===== src/rtl/iota_round_seq.sv =====
// -----------------------------------------------------------------------------
// iota_round_seq
//   Keccak-f[1600] iota stage plus round sequencer for SHA3-256.
//   Takes lane A[0,0] after chi, XORs in the round constant expanded from the
//   external rc generator's 7 bits, and registers the result (latency 1).
//   Also strobes the rc generator (rc_rst / rc_en, both registered) and
//   counts rounds 0..ROUNDS-1, re-initialising the generator on the wrap.
//
// Configuration macro:
//   IOTA_ABORT_EN  adds input in_abort; a high in_abort at a clock edge
//                  restarts the permutation and drops any lane offered in
//                  that cycle. Without it only rst_n restarts a permutation.
//
// Ports:
//   clk        in   1   clock, rising edge
//   rst_n      in   1   asynchronous active-low reset
//   in_lane    in   W   lane A[0,0] from chi
//   in_valid   in   1   in_lane valid
//   in_ready   out  1   stage accepts in_lane this cycle
//   in_abort   in   1   restart permutation (only with IOTA_ABORT_EN)
//   out_lane   out  W   in_lane ^ expanded RC, registered
//   out_valid  out  1   out_lane valid
//   out_ready  in   1   consumer accepts out_lane
//   out_round  out  5   round index of out_lane
//   out_last   out  1   out_lane belongs to round ROUNDS-1
//   rc_bits    in   7   rc generator output {rc6..rc0} for the current round
//   rc_rst     out  1   to rc generator rst
//   rc_en      out  1   to rc generator en
// -----------------------------------------------------------------------------
module iota_round_seq #(
    parameter int unsigned W      = 64,
    parameter int unsigned ROUNDS = 24
) (
    input  logic         clk,
    input  logic         rst_n,
    input  logic [W-1:0] in_lane,
    input  logic         in_valid,
    output logic         in_ready,
`ifdef IOTA_ABORT_EN
    input  logic         in_abort,
`endif
    output logic [W-1:0] out_lane,
    output logic         out_valid,
    input  logic         out_ready,
    output logic [4:0]   out_round,
    output logic         out_last,
    input  logic [6:0]   rc_bits,
    output logic         rc_rst,
    output logic         rc_en
);

    localparam logic [4:0] LastRound = 5'(ROUNDS - 1);

    typedef enum logic [2:0] {
        StInitLo,
        StInitHi,
        StReady,
        StAdvHi,
        StAdvLo
    } state_e;

    state_e     state_q;
    logic [4:0] round_q;

    logic         abort;
    logic         xfer;
    logic [63:0]  rc_exp64;
    logic [W-1:0] rc_exp;

`ifdef IOTA_ABORT_EN
    assign abort = in_abort;
`else
    assign abort = 1'b0;
`endif

    // rc bit j lands on lane bit 2^j-1: positions 0,1,3,7,15,31,63.
    assign rc_exp64 = {rc_bits[6], 31'b0, rc_bits[5], 15'b0, rc_bits[4], 7'b0,
                       rc_bits[3], 3'b0, rc_bits[2], 1'b0, rc_bits[1], rc_bits[0]};
    assign rc_exp   = rc_exp64[W-1:0];

    // rc_bits only matter in StReady, where rc_en has been low for a full cycle.
    assign in_ready = (state_q == StReady) && (!out_valid || out_ready);
    assign xfer     = in_valid && in_ready && !abort;

    always_ff @(posedge clk or negedge rst_n) begin
        if (!rst_n) begin
            state_q   <= StInitLo;
            round_q   <= '0;
            rc_rst    <= 1'b1;
            rc_en     <= 1'b0;
            out_valid <= 1'b0;
            out_lane  <= '0;
            out_round <= '0;
            out_last  <= 1'b0;
        end else if (abort) begin
            // Abort wins over a simultaneous transfer; the offered lane is dropped.
            state_q   <= StInitLo;
            round_q   <= '0;
            rc_rst    <= 1'b1;
            rc_en     <= 1'b0;
            out_valid <= 1'b0;
            out_lane  <= '0;
            out_round <= '0;
            out_last  <= 1'b0;
        end else begin
            // Output register: load on transfer (also covers drain+accept in one
            // cycle), clear when drained, otherwise hold.
            if (xfer) begin
                out_lane  <= in_lane ^ rc_exp;
                out_round <= round_q;
                out_last  <= (round_q == LastRound);
                out_valid <= 1'b1;
            end else if (out_ready) begin
                out_lane  <= '0;
                out_round <= '0;
                out_last  <= 1'b0;
                out_valid <= 1'b0;
            end

            unique case (state_q)
                StInitLo: begin
                    state_q <= StInitHi;
                    rc_rst  <= 1'b1;
                    rc_en   <= 1'b1;
                end
                StInitHi: begin
                    state_q <= StReady;
                    rc_rst  <= 1'b0;
                    rc_en   <= 1'b0;
                end
                StReady: begin
                    if (xfer) begin
                        if (round_q == LastRound) begin
                            // Permutation done: reload rc instead of advancing it.
                            state_q <= StInitLo;
                            round_q <= '0;
                            rc_rst  <= 1'b1;
                            rc_en   <= 1'b0;
                        end else begin
                            state_q <= StAdvHi;
                            round_q <= round_q + 5'd1;
                            rc_rst  <= 1'b0;
                            rc_en   <= 1'b1;
                        end
                    end
                end
                StAdvHi: begin
                    state_q <= StAdvLo;
                    rc_en   <= 1'b0;
                end
                StAdvLo: begin
                    // Settle cycle so rc_bits are stable before the next accept.
                    state_q <= StReady;
                end
                default: begin
                    state_q <= StInitLo;
                    rc_rst  <= 1'b1;
                    rc_en   <= 1'b0;
                end
            endcase
        end
    end

endmodule

===== config.mk =====
export PLATFORM = sky130hd
export DESIGN_NAME = iota_round_seq
export DESIGN_NICKNAME = d
export VERILOG_FILES = /design/src/rtl/iota_round_seq.sv
export SDC_FILE = /design/constraint.sdc
export NUM_CORES = 1
export LEC_CHECK = 0
export ABC_AREA = 1
export BUFFER_PORTS_ARGS = -buffer_cell sky130_fd_sc_hd__buf_2
export CAP_MARGIN = 20
export CORE_ASPECT_RATIO = 1.4
export CORE_MARGIN = 2
export CORE_UTILIZATION = 40
export CTS_CLUSTER_DIAMETER = 200
export DETAILED_ROUTE_END_ITERATION = 10
export PLACE_DENSITY = 0.69
export SYNTH_ARGS = -nofsm -noshare
export SYNTH_HDL_FRONTEND = slang
export SYNTH_SLANG_ARGS = --single-unit

===== constraint.sdc =====
create_clock -name clk -period 2.6 [get_ports clk]
set_input_delay 0.39 -clock clk [delete_from_list [all_inputs] [get_ports clk]]
set_output_delay 0.39 -clock clk [all_outputs]
set_load 0.005 [all_outputs]

==> metrics.csv <==
metric;value;unit
final setup fails;0;
Layout Nets;603;
vias in the first global route;2943;
Pre-antenna DRT Iters;4;
pin count of the biggest net entering global routing;82;
IO Port Bufs;148;
CP top delay family;buffers and inverters;
Seq pwr share;0.440;
Data arrival, critical path;1.90;ns
via/cell ratio;4.854;
core area;0.008198;mm^2
syn avg cell area;8.814;um^2
Vias;3063;
min cycle time layout;1.731;ns
CTS tree;done;
non-filler cells in the finished layout;631;
worst skew pair latency;0.33;ns
syn nets;462;
Inst Count DP;616;
outcome;finished, final reports clean;
Synth area leader;dfrtp_1;
Clock Sinks;81;
drt total wl;8.235;mm
DP Wirelength;5.542;mm
Die Ht;113.1;um
Seq/Total Area, Yosys;0.5962;
share of the synthesized area in the top cell type;0.5885;
top cells by area, synth;dfrtp_1 (59%), nand2_1 (18%), nand3_1 (12%);
worst setup path category;flip-flop to flip-flop;
CP max stage cell;buf_4;
Worst-Margin Slew;0.7795;ns
Worst Path Buf+Inv;2;
EDFF count, synth;0;
synthesis-to-layout area growth;31.59;%
pwr dens;968.4;mW/mm^2
htree depth;3;
clk buf depth;2;
CP peak stage delay;0.62;ns
clock power share;0.253;
layout cells sized above 1;0.3233;
Clock Root Buffer;clkbuf_16;
#FFs+latches synth;81;
setup_tns;0;ns
initial antenna violation count;0;
Internal;0.002869;W
fmax;577.6;MHz
Synth Instances;386;
Sw Share;0.3384;
Tcrit/Tclk final;0.6658;
Final Max Slew Viols;0;
Residual DRC;0;
n_diodes;0;
mean routed wirelength per cell;13.05;um
worst vdd ir;0.5408;mV
dominant synthesized flop cell;dfrtp_1;
Reg clk slew, reported paths;0.05;ns
Cell Area, Synth;0.003402;mm^2
Inserted Clock Buffers;9;
Setup WS pre-CTS;0.7088;ns
most common cell in the netlist;nand2_1;
num ports;149;
RSZ-0062 raised after global routing;false;
worst path required time;2.77;ns
max cap viols;0;
Crit Path Max Fanout;79;
Commonest cells post-synth;nand2_1 (165), dfrtp_1 (80), nand3_1 (80), inv_1 (9), buf_4 (8);
leak pwr;2.725;nW
endpoints failing hold;0;
Max transition margin;0.4803;
Ys Warns;0;
global-route wire length before repair;13.07;mm
sw power;0.001467;W
CP Cell Sequence;inv_1 > nor2_1 > nor2_4 > nand2_4 > buf_4 > o21ai_0;
die boundary width;81.94;um
startpoint types;flip-flop;
total track usage;0.1832;
postcts setup bufs;0;
post-route ant nets;0;
std cell rows;39;
Netlist cell types;20;
HP Class;primary input to flip-flop;
routability-driven placement congestion ratio;0.7946;
fillers;780;
Async S/R FF share, synth;1.000;
Die ar.;0.009269;mm^2
clk_skew;0.004079;ns
worst setup margin;0.8688;ns
combinational share of power;0.307;
Initial Util;0.4150;
CP endpoint kind;flip-flop;
starting DRC count in detailed routing;136;
Congestion Overflow GR;0;
==> cell usage in the layout (no fill, tap or decap), drive strengths merged <==
master       instances
clkbuf              12
nand3               81
nand4                2
nor2                 5
o21ai                6
nand2              166
dlygate4sd3          1
xor2                 7
xnor2                1
clkinv               1
inv                 13
dfrtp               80
buf                152
ha                   1
dfstp                1
==> sequential cells by signal, indices dropped and copies added, names as in the netlist <==
name,flops
out_round,5
rc_rst,1
out_valid,1
out_lane,64
out_last,1
round_q,5
rc_en,1
state_q,3
==> worst reg2reg max path, cell delays in order (launching register included) <==
cell and delay (ns):
dfrtp_1 0.35, inv_1 0.05, nor2_1 0.21, nor2_4 0.08
nand2_4 0.06, buf_4 0.62, o21ai_0 0.20
==> metrics by stage <==
stage               cell area [um^2]  utilization  hold slack (ns)  total power [W]
detailed placement              4188       0.5108           0.4602         0.003265
global route                    4477       0.5461           0.2560         0.004663
CTS                             4439       0.5415           0.2463         0.004386
finish                          4477       0.5461           0.2596         0.004335
global placement                4168       0.5084           0.4525         0.003210
floorplan                       3402            -          0.09441         0.002688
==> power by group through the flow <==
| stage | logic, W | registers, W | clock network, W |
|---|---|---|---|
| after floorplan | 0.000770 | 0.00192 | 0 |
| final | 0.00133 | 0.00191 | 0.00110 |
| after global placement | 0.00130 | 0.00191 | 0 |
| after detailed placement | 0.00134 | 0.00192 | 0 |
| after CTS | 0.00134 | 0.00191 | 0.00113 |
| after global routing | 0.00152 | 0.00195 | 0.00119 |
==> kinds of logic after synthesis <==
family,count (synthesis),synth area share
simple gates,254,0.3174
buf+inv,36,0.05333
xor+xnor,8,0.02060
compound gates,6,0.008827
flops,81,0.5962
fa+ha+maj,1,0.003677
==> per-layer routing <==
layer  GRT usage  routed length [um]
met1      0.1992                3275
met2      0.3209                4307
met3     0.02951                 333
met4      0.1156                 318
met5           0                   0
==> final timing paths <==
path                       slack, ns                  start  cells after the start                  endpoint
max                             0.87  out_valid$_DFFE_PN0P_                      6    round_q[3]$_DFFE_PN0P_
min                             0.26            in_lane[27]                      3  out_lane[27]$_DFFE_PN0P_
max reg2reg                     0.87  out_valid$_DFFE_PN0P_                      6    round_q[3]$_DFFE_PN0P_
min reg2reg                     0.46     rc_rst$_DFFE_PN1P_                      2        rc_rst$_DFFE_PN1P_
max in group asynchronous       1.60                  rst_n                      3  out_lane[38]$_DFFE_PN0P_
min in group asynchronous       0.43                  rst_n                      2  out_lane[17]$_DFFE_PN0P_
==> layout make-up <==
cell class	count	area, um^2	share of cell area
sequential	81	2028	0.4530
multi-input combinational	269	1192	0.2663
timing repair buffer	153	828.3	0.1850
clock buffer	12	246.5	0.05506
tap	102	127.6	0.02851
inverter	13	48.80	0.01090
clock inverter	1	5.005	0.001118
==> timing repair <==
action                                 4_1_cts  5_1_grt
gates resized for setup                      0        0
hold buffers                                 0        1
endpoints found under the hold margin        0        4
Note: power is estimated with default switching activity, not from simulation.
